File: config.mk
export PLATFORM = sky130hd
export DESIGN_NAME = ltc2195_spi_responder_flat
export DESIGN_NICKNAME = d
export VERILOG_FILES = /design/src/rtl/ltc2195_spi_responder_if.sv /design/src/rtl/ltc2195_spi_responder.sv /design/src/flat_wrapper.sv
export SDC_FILE = /design/constraint.sdc
export NUM_CORES = 1
export LEC_CHECK = 0
export ABC_CLOCK_PERIOD_IN_PS = 2100
export CAP_MARGIN = 20
export CORE_MARGIN = 1
export CORE_UTILIZATION = 48
export CTS_CLUSTER_DIAMETER = 150
export DETAILED_ROUTE_END_ITERATION = 10
export PLACE_DENSITY_LB_ADDON = 0.08
export SLEW_MARGIN = 20
export SYNTH_ARGS = -nofsm -noshare
export SYNTH_HDL_FRONTEND = slang
export SYNTH_SLANG_ARGS = --single-unit
File: constraint.sdc
create_clock -name clk -period 2.1 [get_ports clk]
set_clock_uncertainty 0.2 [all_clocks]
set_input_delay 0.42 -clock clk [delete_from_list [all_inputs] [get_ports clk]]
set_output_delay 0.42 -clock clk [all_outputs]
set_load 0.005 [all_outputs]
File: src/rtl/ltc2195_spi_responder_if.sv
// SPI pin bundle between the FPGA initiator (master) and the emulated LTC2195 (slave).
interface ltc2195_spi_responder_if;
    logic scs;
    logic sck;
    logic sdi;
    logic sdo;

    modport master (output scs, output sck, output sdi, input sdo);
    modport slave  (input scs, input sck, input sdi, output sdo);
endinterface

File: src/rtl/ltc2195_spi_responder.sv
// LTC2195 SPI configuration-port emulator: 16-bit R/W frames into a five-register map.
// Define LTC2195_SPI_READBACK_EN to build the sdo readback path.
module ltc2195_spi_responder #(
    parameter logic [7:0] A1_DEFAULT = 8'h00,
    parameter logic [7:0] A2_DEFAULT = 8'h00,
    parameter logic [7:0] A3_DEFAULT = 8'h00,
    parameter logic [7:0] A4_DEFAULT = 8'h00
) (
    input  logic                          clk,
    input  logic                          rst_n,
    ltc2195_spi_responder_if.slave        spi,
    output logic [7:0]                    reg_a1,
    output logic [7:0]                    reg_a2,
    output logic [7:0]                    reg_a3,
    output logic [7:0]                    reg_a4,
    output logic                          wr_strobe,
    output logic [6:0]                    wr_addr
);

    localparam logic [1:0] IDLE = 2'd0;
    localparam logic [1:0] CMD  = 2'd1;
    localparam logic [1:0] DATA = 2'd2;
    localparam logic [1:0] HOLD = 2'd3;

    logic [1:0] scsSync_q;
    logic       scsPrev_q;
    logic [2:0] sckSync_q;
    logic [1:0] sdiSync_q;

    logic       scsS, scsFall, sckRise, sckFall, sdiS;

    logic [1:0] state_q,   state_d;
    logic [3:0] bitCnt_q,  bitCnt_d;
    logic [6:0] shift_q,   shift_d;
    logic       rw_q,      rw_d;
    logic [6:0] addr_q,    addr_d;
    logic [7:0] regA1_q,   regA1_d;
    logic [7:0] regA2_q,   regA2_d;
    logic [7:0] regA3_q,   regA3_d;
    logic [7:0] regA4_q,   regA4_d;
    logic       wrStrobe_q, wrStrobe_d;
    logic [6:0] wrAddr_q,  wrAddr_d;
    logic [7:0] dataByte;
    logic [6:0] cmdAddr;

    // scsPrev resets low so a frame already in flight at reset release is never seen as a fall.
    always_ff @(posedge clk or negedge rst_n) begin
        if (!rst_n) begin
            scsSync_q <= 2'b00;
            scsPrev_q <= 1'b0;
            sckSync_q <= 3'b000;
            sdiSync_q <= 2'b00;
        end else begin
            scsSync_q <= {scsSync_q[0], spi.scs};
            scsPrev_q <= scsSync_q[1];
            sckSync_q <= {sckSync_q[1:0], spi.sck};
            sdiSync_q <= {sdiSync_q[0], spi.sdi};
        end
    end

    assign scsS     = scsSync_q[1];
    assign scsFall  = scsPrev_q & ~scsS;
    assign sckRise  = sckSync_q[1] & ~sckSync_q[2];
    assign sckFall  = ~sckSync_q[1] & sckSync_q[2];
    assign sdiS     = sdiSync_q[1];
    assign dataByte = {shift_q, sdiS};
    assign cmdAddr  = {shift_q[5:0], sdiS};

`ifdef LTC2195_SPI_READBACK_EN
    logic [7:0] rdShift_q, rdShift_d;
    logic       sdo_q,     sdo_d;
    logic [7:0] rdValue;

    always_comb begin
        case (cmdAddr)
            7'h01:   rdValue = regA1_q;
            7'h02:   rdValue = regA2_q;
            7'h03:   rdValue = regA3_q;
            7'h04:   rdValue = regA4_q;
            default: rdValue = 8'h00;
        endcase
    end

    // Readback is latched at the 8th rising edge and shifted out MSB first on falling edges.
    always_comb begin
        rdShift_d = rdShift_q;
        sdo_d     = sdo_q;
        if (scsS || state_q == IDLE || state_q == HOLD) begin
            sdo_d = 1'b0;
        end else if (state_q == CMD && sckRise && bitCnt_q == 4'd7) begin
            rdShift_d = rdValue;
        end else if (state_q == DATA) begin
            if (sckRise && bitCnt_q == 4'd15) begin
                sdo_d = 1'b0;
            end else if (sckFall && rw_q) begin
                sdo_d     = rdShift_q[7];
                rdShift_d = {rdShift_q[6:0], 1'b0};
            end
        end
    end

    always_ff @(posedge clk or negedge rst_n) begin
        if (!rst_n) begin
            rdShift_q <= 8'h00;
            sdo_q     <= 1'b0;
        end else begin
            rdShift_q <= rdShift_d;
            sdo_q     <= sdo_d;
        end
    end

    assign spi.sdo = sdo_q & ~scsS;
`else
    assign spi.sdo = 1'b0;
`endif

    // Frame decoder; a high chip select overrides every state and discards the frame.
    always_comb begin
        state_d    = state_q;
        bitCnt_d   = bitCnt_q;
        shift_d    = shift_q;
        rw_d       = rw_q;
        addr_d     = addr_q;
        regA1_d    = regA1_q;
        regA2_d    = regA2_q;
        regA3_d    = regA3_q;
        regA4_d    = regA4_q;
        wrStrobe_d = 1'b0;
        wrAddr_d   = wrAddr_q;
        if (scsS) begin
            state_d = IDLE;
        end else begin
            case (state_q)
                IDLE: if (scsFall) begin
                    state_d  = CMD;
                    bitCnt_d = 4'd0;
                    shift_d  = 7'd0;
                end
                CMD: if (sckRise) begin
                    shift_d  = dataByte[6:0];
                    bitCnt_d = bitCnt_q + 4'd1;
                    if (bitCnt_q == 4'd7) begin
                        rw_d    = shift_q[6];
                        addr_d  = cmdAddr;
                        state_d = DATA;
                    end
                end
                DATA: if (sckRise) begin
                    shift_d  = dataByte[6:0];
                    bitCnt_d = bitCnt_q + 4'd1;
                    if (bitCnt_q == 4'd15) begin
                        state_d = HOLD;
                        if (!rw_q) begin
                            case (addr_q)
                                7'h00: if (dataByte[7]) begin
                                    regA1_d    = A1_DEFAULT;
                                    regA2_d    = A2_DEFAULT;
                                    regA3_d    = A3_DEFAULT;
                                    regA4_d    = A4_DEFAULT;
                                    wrStrobe_d = 1'b1;
                                    wrAddr_d   = 7'h00;
                                end
                                7'h01: begin regA1_d = dataByte; wrStrobe_d = 1'b1; wrAddr_d = addr_q; end
                                7'h02: begin regA2_d = dataByte; wrStrobe_d = 1'b1; wrAddr_d = addr_q; end
                                7'h03: begin regA3_d = dataByte; wrStrobe_d = 1'b1; wrAddr_d = addr_q; end
                                7'h04: begin regA4_d = dataByte; wrStrobe_d = 1'b1; wrAddr_d = addr_q; end
                                default: ;
                            endcase
                        end
                    end
                end
                default: ;
            endcase
        end
    end

    always_ff @(posedge clk or negedge rst_n) begin
        if (!rst_n) begin
            state_q    <= IDLE;
            bitCnt_q   <= 4'd0;
            shift_q    <= 7'd0;
            rw_q       <= 1'b0;
            addr_q     <= 7'd0;
            regA1_q    <= A1_DEFAULT;
            regA2_q    <= A2_DEFAULT;
            regA3_q    <= A3_DEFAULT;
            regA4_q    <= A4_DEFAULT;
            wrStrobe_q <= 1'b0;
            wrAddr_q   <= 7'd0;
        end else begin
            state_q    <= state_d;
            bitCnt_q   <= bitCnt_d;
            shift_q    <= shift_d;
            rw_q       <= rw_d;
            addr_q     <= addr_d;
            regA1_q    <= regA1_d;
            regA2_q    <= regA2_d;
            regA3_q    <= regA3_d;
            regA4_q    <= regA4_d;
            wrStrobe_q <= wrStrobe_d;
            wrAddr_q   <= wrAddr_d;
        end
    end

    assign reg_a1    = regA1_q;
    assign reg_a2    = regA2_q;
    assign reg_a3    = regA3_q;
    assign reg_a4    = regA4_q;
    assign wr_strobe = wrStrobe_q;
    assign wr_addr   = wrAddr_q;

endmodule

File: src/flat_wrapper.sv
// flat-port wrapper written by rule: the top's interface ports become plain ports
module ltc2195_spi_responder_flat 
#(
    parameter logic [7:0] A1_DEFAULT = 8'h00,
    parameter logic [7:0] A2_DEFAULT = 8'h00,
    parameter logic [7:0] A3_DEFAULT = 8'h00,
    parameter logic [7:0] A4_DEFAULT = 8'h00
)
  (clk, rst_n, reg_a1, reg_a2, reg_a3, reg_a4, wr_strobe, wr_addr, spi_scs, spi_sck, spi_sdi, spi_sdo);
  ltc2195_spi_responder_if spi_i ();
  input  logic clk;
  input  logic rst_n;
  output logic [7:0] reg_a1;
  output logic [7:0] reg_a2;
  output logic [7:0] reg_a3;
  output logic [7:0] reg_a4;
  output logic wr_strobe;
  output logic [6:0] wr_addr;
  input wire logic [$bits(spi_i.scs)-1:0] spi_scs;
  input wire logic [$bits(spi_i.sck)-1:0] spi_sck;
  input wire logic [$bits(spi_i.sdi)-1:0] spi_sdi;
  output wire logic [$bits(spi_i.sdo)-1:0] spi_sdo;
  assign spi_i.scs = spi_scs;
  assign spi_i.sck = spi_sck;
  assign spi_i.sdi = spi_sdi;
  assign spi_sdo = spi_i.sdo;
  ltc2195_spi_responder #(.A1_DEFAULT(A1_DEFAULT), .A2_DEFAULT(A2_DEFAULT), .A3_DEFAULT(A3_DEFAULT), .A4_DEFAULT(A4_DEFAULT)) u_core (.clk(clk), .rst_n(rst_n), .spi(spi_i), .reg_a1(reg_a1), .reg_a2(reg_a2), .reg_a3(reg_a3), .reg_a4(reg_a4), .wr_strobe(wr_strobe), .wr_addr(wr_addr));
endmodule
==> results.ini <==
[power]
pwr-share-clk_pct = 40.2
p_sw_uw = 598
finalPower_uw = 2610
p_sw_share_pct = 22.9
p_int_uw = 2020
seqPwrFrac_pct = 52.1
power_density_mw_per_mm2 = 652
p_leak_uw = 0.00176
peakVddDrop_uv = 365
combPwrFrac_pct = 7.7

[worst_setup_path]
crit_type = register to register
slowest_delay_ns = 0.41
worstSetupEndpoint = u_core.reg_a2[1]$_DFFE_PN0P_
crit_buf_inv = 3
worstReg2RegStart = u_core.state_q[0]$_DFFE_PN0P_
timing.rr.end = u_core.reg_a2[1]$_DFFE_PN0P_
worst-path-stages = 8
r2r_setup_slack_ns = 0.04
cp_top_family = simple AND/OR/NAND/NOR gates
crit_chain = inv_2 > ha_2 > and2_4 > buf_4 > nand4_4 > nor4_4 > buf_12 > mux2i_1
slowest_stage = dfrtp_1
cp.arrival_ns = 2.12
critPathLaunch = u_core.state_q[0]$_DFFE_PN0P_
crit_path_end_kind = register
worstPathRequired_ns = 2.16
reg2regPathDepth = 8
worstPathMaxFanout = 8
start_kind = register

[global_route]
grt_pass1_vias = 2147
antenna_found_initial = 0
grt_usage_pct = 22.2
overflow = 0
grt_max_degree = 23
grt_pass1_wl_um = 10500

[die]
initial_core_util_pct = 50.1
dieArea_mm2 = 0.00657
rows = 28
die_h_um = 81.0
coreArea_mm2 = 0.00599
dieWidth_um = 81.0
ioPinCount = 46

[sta]
hold-worst-slack_ns = 0.152
finalWorstSetupSlack_ns = 0.0401
rsz0062_at_grt = yes
period_needed_ns = 2.06
setup_viol_count_final = 0
slew_violations = 0
finalCritPeriodShare_pct = 98.1
hold_viol = 0
max_freq_mhz = 485

[drt]
drc = 0
routedWlPerCell_um = 15.7
via_count = 2139
first_pass_iters = 4
viasPerCell = 5.27
drt_wl_total_um = 6360
first_iter_violations = 64
final_antenna_net_count = 0

[logic_synthesis]
async_reset_ff_share_pct = 100
ys.flop_type = dfrtp_1
synth_area_mm2 = 0.00300
synth-edff-count = 0
avgSynthCellArea_um2 = 12.0
synth_cell_types = 37
yosysSeqAreaShare_pct = 57.6
netlist_instances = 250
ys_warn_count = 0
ys_seq_elements = 69
syn_nets = 260

[clocking]
cts.clk_slew.worst_paths_ns = 0.07
numCtsBuffers = 9
ctsHtreeMaxLevel = 3
insertion_delay_ns = 0.34
cts_sinks = 69
cts.path.max_buffers = 2
root_buffer = clkbuf_8
cts_tree = yes

[placement]
dp_slack_ns = 0.0380
dp.final_hpwl_um = 4390
io_buffers = 44
gp_congestion = 0.781

[finish]
post-route-util_pct = 66.9
n_antenna_cell = 0
nets = 337
area_growth_pct = 33.7
drive_gt1_share_pct = 23.0
final_common_cell = dfrtp_1
layout_common_cells = 69 x dfrtp_1, 43 x clkdlybuf4s50_1, 27 x inv_1

[job]
maxCapViolCount = 0

[hold_path]
min-delay-path-class = register to register

[status]
status = completed

[sequential cells by signal (all words and copies together) (netlist names), 3 cells and up]
register          count
u_core.addr_q         7
u_core.bitCnt_q       4
u_core.reg_a1         8
u_core.reg_a2         8
u_core.reg_a3         8
u_core.reg_a4         8
u_core.sckSync_q      3
u_core.shift_q        7
u_core.wr_addr        7
[power groups by stage]
stage | logic (uW) | clock network [uW] | registers [uW]
2_1_floorplan | 83.9 | 0 | 1380
3_3_place_gp | 182 | 0 | 1380
3_5_place_dp | 183 | 0 | 1390
4_1_cts | 184 | 1080 | 1360
5_1_grt | 227 | 1130 | 1360
6_report | 201 | 1050 | 1360
[worst min path at each step]
stage,start,endpoint,slack [ns],cells past startpoint
6_report,u_core.sdiSync_q[0]$_DFF_PN0_,u_core.sdiSync_q[1]$_DFF_PN0_,0.15,0
3_3_place_gp,rst_n,u_core.reg_a4[7]$_DFFE_PN0P_,0.13,1
4_1_cts,u_core.sdiSync_q[0]$_DFF_PN0_,u_core.sdiSync_q[1]$_DFF_PN0_,0.15,0
3_5_place_dp,rst_n,u_core.reg_a4[7]$_DFFE_PN0P_,0.13,1
2_1_floorplan,rst_n,u_core.addr_q[0]$_DFFE_PN0P_,-0.08,0
5_1_grt,u_core.scsSync_q[0]$_DFF_PN0_,u_core.scsSync_q[1]$_DFF_PN0_,0.15,0
[kinds of logic (layout without fill, tap and decap cells)]
family | Yosys count | after routing | synth area share, %
buffers and inverters | 37 | 118 | 4.76
and+or+nand+nor | 64 | 64 | 13.0
muxes | 35 | 35 | 12.4
AOI/OAI and AO/OA | 37 | 37 | 9.47
xor gates and xnor gates | 2 | 2 | 0.584
DFF | 69 | 69 | 57.6
other | 1 | 1 | 0.125
adders and majority gates | 5 | 5 | 2.09
[routing by layer]
layer	track usage (%)	wire [um]	vias to the layer above
met3	5.51	241	11
met4	9.82	125	0
met5	0	0	-
met1	29.3	2870	1064
met2	34.5	3120	49
li1	-	-	1015
[area by class of cell]
| type | instances | area, um^2 |
|---|---|---|
| clock buffer | 11 | 141 |
| clock inverter | 4 | 48.8 |
| fill | 454 | 1980 |
| inverter | 28 | 105 |
| multi-input combinational | 144 | 1160 |
| sequential | 69 | 1730 |
| tap | 75 | 93.8 |
| timing repair buffer | 75 | 732 |
[metrics by stage]
stage               TNS [ns]  area [um^2]  cells
detailed placement         0         3740    386
global route          -0.383         4010    406
finish                     0         4010    406
global placement           0         3740    386
floorplan           -0.00811         3000    250
CTS                        0         3940    402
[cell usage after synthesis (2+ instances only)]
library cell   n  area (um^2)
a21oi_1        3         15.0
a22o_1        17          149
and2_1         5         31.3
buf_1          2         7.51
clkbuf_1       6         22.5
dfrtp_1       69         1730
ha_1           5         62.6
inv_1         28          105
mux2_2        18          203
mux2i_1       17          170
nand2_1       19         71.3
nand2b_1       4         25.0
nand3_1        8         40.0
nand3b_1       2         15.0
nor2_1         8         30.0
nor2b_1        2         12.5
nor3_1         2         10.0
nor4_4         2         42.5
nor4b_1        2         17.5
o211ai_1       2         15.0
o21ai_0       12         60.1
xnor2_1        2         17.5
[timing repair]
item	in CTS	in global routing
endpoints found under the hold margin	8	0
setup endpoints to repair	0	53
hold buffers	1	0
gates resized for setup	0	12
setup buffers	0	4
No activity file was read; power rests on OpenSTA's default activity.
==> RTL edit 1, RTL diff (same settings) <==
Add a define of `LTC2195_SPI_READBACK_EN`.
--- a/src/rtl/ltc2195_spi_responder.sv
+++ b/src/rtl/ltc2195_spi_responder.sv
@@ -1,4 +1,6 @@
 // LTC2195 SPI configuration-port emulator: 16-bit R/W frames into a five-register map.
 // Define LTC2195_SPI_READBACK_EN to build the sdo readback path.
+`define LTC2195_SPI_READBACK_EN
+
 module ltc2195_spi_responder #(
     parameter logic [7:0] A1_DEFAULT = 8'h00,
Function: no difference found for any inputs over 10 cycles, from zero or initial values and one cycle with rst_n low; that may be too few to reach the edited logic, so the function may still have changed.
==> RTL edit 1 against the unedited design <==
- sequential cell count rose by 9
- total power rose by 15%
- worst setup slack got worse by 0.39 ns
- first-iteration DRC count rose by 110%
- via count rose by 35%
- wire length rose by 37%
- core utilization fell by 0.62 points
- synthesized area rose by 20%
- the flow now finishes with violations (setup timing)
- design area rose by 20%
==> RTL edit 1: results (changes against the unedited design) <==
Synthesis
  – Post-Synth XOR/XNOR Area: 0.487% (was 0.584%)
  – Commonest cells post-synth: 78 x dfrtp_1, 64 x nand2_1, 21 x nor2_1, 19 x o21ai_0, 18 x mux2i_1 (was 69 x dfrtp_1, 28 x inv_1, 19 x nand2_1, 18 x mux2_2)
  – Compound-Gate Fraction of Synth Area: 13.3% (was 9.47%)
  – Multiplexer share of the synthesized area: 9.71% (was 12.4%)
  – Netlist cell types: 46 (was 37)
  – Adder-cell area share of the yosys netlist: 1.74% (was 2.09%)
  – Synthesized Nets: 348 (was 260)

Run status
  – Failing checks: setup timing
  – Status: complete, but fails checks (was finished clean)

Final layout
  – Clock buffers: 13 (was 11)
  – Share of layout cells above drive strength 1: 23.9% (was 23.0%)
  – Multi-input logic area: 1700 um2 (was 1160 um2)
  – Seq area share: 40.6% (was 43.1%)
  – Multi-input gates: 236 (was 144)
  – Layout clock area frac: 4.19% (was 4.74%)
  – Seq cells: 78 (was 69)
  – NonClk Buf Share: 16.8% (was 18.3%)
  – Signal inverters: 6 (was 28)
  – FILL cells: 574 (was 454)

GRT
  – Total GRT Usage: 24.1% (was 22.2%)
  – Number of global-route vias before repair: 2591 (was 2147)
  – Routing usage on met1: 33.0% (was 29.3%)
  – Met2 Use GR: 38.6% (was 34.5%)
  – Met3 usage: 3.17% (was 5.51%)
  – First-pass GRT wire length: 13.7 mm (was 10.5 mm)

Setup path
  – CP max-delay cell: or4_4 (was dfrtp_1)
  – Crit path DAT: 2.49 ns (was 2.12 ns)

Drt
  – Routed wire length: 8.73 mm (was 6.36 mm)
  – Vias per Instance: 5.53 (was 5.27)
  – Initial drt markers: 133 (was 64)

Place
  – Post-detail-place hpwl: 6.16 mm (was 4.39 mm)
  – Placed cell count: 503 (was 386)
  – IO buf count: 45 (was 44)
  – Gp weighted congestion: 0.841 (was 0.781)

Timing
  – Final worst setup slack: -0.348 ns (was 0.0401 ns)
  – Setup violators final: 40 (was 0)

Power and ir drop
  – Lkg Pwr: 2.22 nW (was 1.76 nW)
## RTL edit 1: final timing paths
path                                              endpoint                           from  slack (ns)  cells after the start
max                           u_core.reg_a3[2]$_DFFE_PN0P_   u_core.addr_q[6]$_DFFE_PN0P_       -0.35                      6
min                          u_core.sckSync_q[1]$_DFF_PN0_  u_core.sckSync_q[0]$_DFF_PN0_        0.15                      0
max reg2reg                   u_core.reg_a3[2]$_DFFE_PN0P_   u_core.addr_q[6]$_DFFE_PN0P_       -0.35                      6
min reg2reg                  u_core.sckSync_q[1]$_DFF_PN0_  u_core.sckSync_q[0]$_DFF_PN0_        0.15                      0
max in group asynchronous     u_core.reg_a3[5]$_DFFE_PN0P_                          rst_n        0.91                      3
min in group asynchronous  u_core.rdShift_q[0]$_DFFE_PN0P_                          rst_n        0.26                      2
## RTL edit 1: stage by stage
step	utilization [%]	hold WS, ns	setup WS [ns]	instance area, um2	TNS [ns]
after floorplan	-	-0.0756	-0.432	3620	-6.60
after global placement	61.1	0.0865	-0.350	4430	-10.41
after detailed placement	61.1	0.0866	-0.396	4430	-12.54
after CTS	65.1	0.154	-0.329	4720	-7.57
after global routing	66.3	0.155	-0.429	4810	-10.87
final	66.3	0.152	-0.348	4810	-7.79
## RTL edit 1: power breakdown
part	internal, mW	switching, mW
sequential	1.53	0.0213
combinational	0.144	0.179
clock	0.613	0.521
total	2.28	0.721
## RTL edit 1: metal layers
| metal | vias up | wire length [um] |
|---|---|---|
| met2 | 81 | 4310 |
| met3 | 9 | 308 |
| li1 | 1367 | - |
| met4 | 0 | 139 |
| met5 | - | 0 |
| met1 | 1432 | 3970 |
==> RTL edit 2, RTL diff (config.mk and constraints unchanged) <==
Made on the original files. Compare `bitCnt_q` against `4'd7` with >= in place of ==.
--- a/src/rtl/ltc2195_spi_responder.sv
+++ b/src/rtl/ltc2195_spi_responder.sv
@@ -140,5 +140,5 @@
                     shift_d  = dataByte[6:0];
                     bitCnt_d = bitCnt_q + 4'd1;
-                    if (bitCnt_q == 4'd7) begin
+                    if (bitCnt_q >= 4'd7) begin
                         rw_d    = shift_q[6];
                         addr_d  = cmdAddr;
Behaviour: same outputs for any inputs over 10 cycles, from zero or initial values and one cycle with rst_n low; that may be too few to reach the edited logic, so the function may still have changed.
==> RTL edit 2 against the unedited design <==
- the flow now finishes with violations (setup timing)
- worst setup slack worse by 0.059 ns
- non-clock buffer count is 7 higher
- sequential cell count stayed put
- design area rose by 3.9%
- synthesized area rose by 2.9%
- count of clock-buffer cells in the layout down 2
- wire length grew 1.0%
Power is not compared: it rests on default switching activity, and its combinational part moved more than twofold at a synthesized area within 25%.
==> RTL edit 2: results (changes against the unedited design) <==
Setup path
  – Max incr delay on CP: 0.44 ns (was 0.41 ns)
  – CP max-delay cell: or4_4 (was dfrtp_1)
  – RR Startpoint: u_core.state_q[0]$_DFFE_PN0P_ (unchanged)
  – Crit path DAT: 2.16 ns (was 2.12 ns)
  – Max FO, Critical Path: 4 (was 8)

Floorplanning
  – Chip width: 82.2 um (was 81.0 um)

Timing
  – Setup violators final: 2 (was 0)
  – Final worst setup slack: -0.0184 ns (was 0.0401 ns)

Place
  – Post-detail-place hpwl: 4.38 mm (was 4.39 mm)
  – Placed cell count: 416 (was 386)
  – Gp weighted congestion: 0.771 (was 0.781)

GRT
  – Largest net degree at the start of global routing: 38 (was 23)
  – Met3 usage: 3.63% (was 5.51%)
  – Met2 Use GR: 31.9% (was 34.5%)
  – Routing usage on met1: 27.9% (was 29.3%)
  – Total GRT Usage: 20.5% (was 22.2%)
  – Number of global-route vias before repair: 2050 (was 2147)
  – First-pass GRT wire length: 10.0 mm (was 10.5 mm)

Drt
  – Drt first pass iters: 4 (unchanged)
  – Met1 wire length: 3.11 mm (was 2.87 mm)
  – Wire length on met2: 3.02 mm (was 3.12 mm)
  – Vias: 2247 (was 2139)
  – DR WL met3: 199 um (was 241 um)
  – Initial drt markers: 87 (was 64)
  – Routed wire length: 6.43 mm (was 6.36 mm)
  – Vias per Instance: 5.14 (was 5.27)

Synthesis
  – Sequential-to-total area share from yosys stat: 55.9% (was 57.6%)
  – Synth warn: 0 (unchanged)
  – Commonest cells post-synth: 69 x dfrtp_1, 39 x nand2_1, 29 x inv_1, 25 x mux2i_1, 10 x mux2_2 (was 69 x dfrtp_1, 28 x inv_1, 19 x nand2_1, 18 x mux2_2)
  – Synth Area per Inst: 11.1 um2 (was 12.0 um2)
  – Synthesized Nets: 287 (was 260)
  – Netlist cell types: 45 (was 37)

Clock network
  – Post-CTS sizing: 3 (was 0)

Run status
  – Status: complete, but fails checks (was finished clean)
  – Failing checks: setup timing

Final layout
  – # nets final: 367 (was 337)
  – FILL cells: 443 (was 454)
  – Share of layout cells above drive strength 1: 22.7% (was 23.0%)

Power and ir drop
  – Comb pwr share: between 10% and 20%
  – Sw Ratio: between 20% and 30%
  – Worst vdd ir: roughly 0.73 mV

Worst hold path
  – Worst hold start: u_core.sckSync_q[0]$_DFF_PN0_ (was u_core.sdiSync_q[0]$_DFF_PN0_)
RTL edit 2: cell type report:
| class | count | area share, % |
|---|---|---|
| tap | 75 | 2.25 |
| multi-input combinational | 166 | 30.2 |
| inverter | 29 | 2.61 |
| clock inverter | 7 | 2.37 |
| clock buffer | 9 | 2.97 |
| timing repair buffer | 82 | 18.1 |
| sequential | 69 | 41.4 |
RTL edit 2: path summary, 6_finish.rpt:
| check | slack, ns | cells after the start | endpoint |
|---|---|---|---|
| worst max-delay path | -0.02 | 6 | u_core.reg_a2[4]$_DFFE_PN0P_ |
| min in group asynchronous | 0.21 | 2 | u_core.reg_a1[7]$_DFFE_PN0P_ |
| worst max register to register | -0.02 | 6 | u_core.reg_a2[4]$_DFFE_PN0P_ |
| worst min register to register | 0.15 | 0 | u_core.sckSync_q[1]$_DFF_PN0_ |
| max in group asynchronous | 0.81 | 3 | u_core.sckSync_q[0]$_DFF_PN0_ |
| worst min-delay path | 0.15 | 0 | u_core.sckSync_q[1]$_DFF_PN0_ |
RTL edit 2: metrics by stage:
| stage | util, % | area (um2) | setup TNS (ns) | total power [mW] | setup slack [ns] |
|---|---|---|---|---|---|
| after floorplan | - | 3110 | -1.35 | 1.66 | -0.219 |
| after global placement | 63.4 | 3840 | -0.0217 | 1.83 | -0.00473 |
| after detailed placement | 63.4 | 3840 | -0.312 | 1.84 | -0.0333 |
| after CTS | 67.4 | 4090 | -0.0706 | 3.04 | -0.0148 |
| after global routing | 68.7 | 4170 | -1.35 | 3.26 | -0.0941 |
| final | 68.7 | 4170 | -0.0194 | 3.12 | -0.0184 |
RTL edit 2: cells by family after synthesis:
group,share of synthesized area [%]
adders and majority gates,2.03
AOI/OAI and AO/OA,7.46
DFF,55.9
xor gates and xnor gates,0.851
buffers and inverters,5.80
other,0.121
muxes,12.2
and+or+nand+nor,15.6
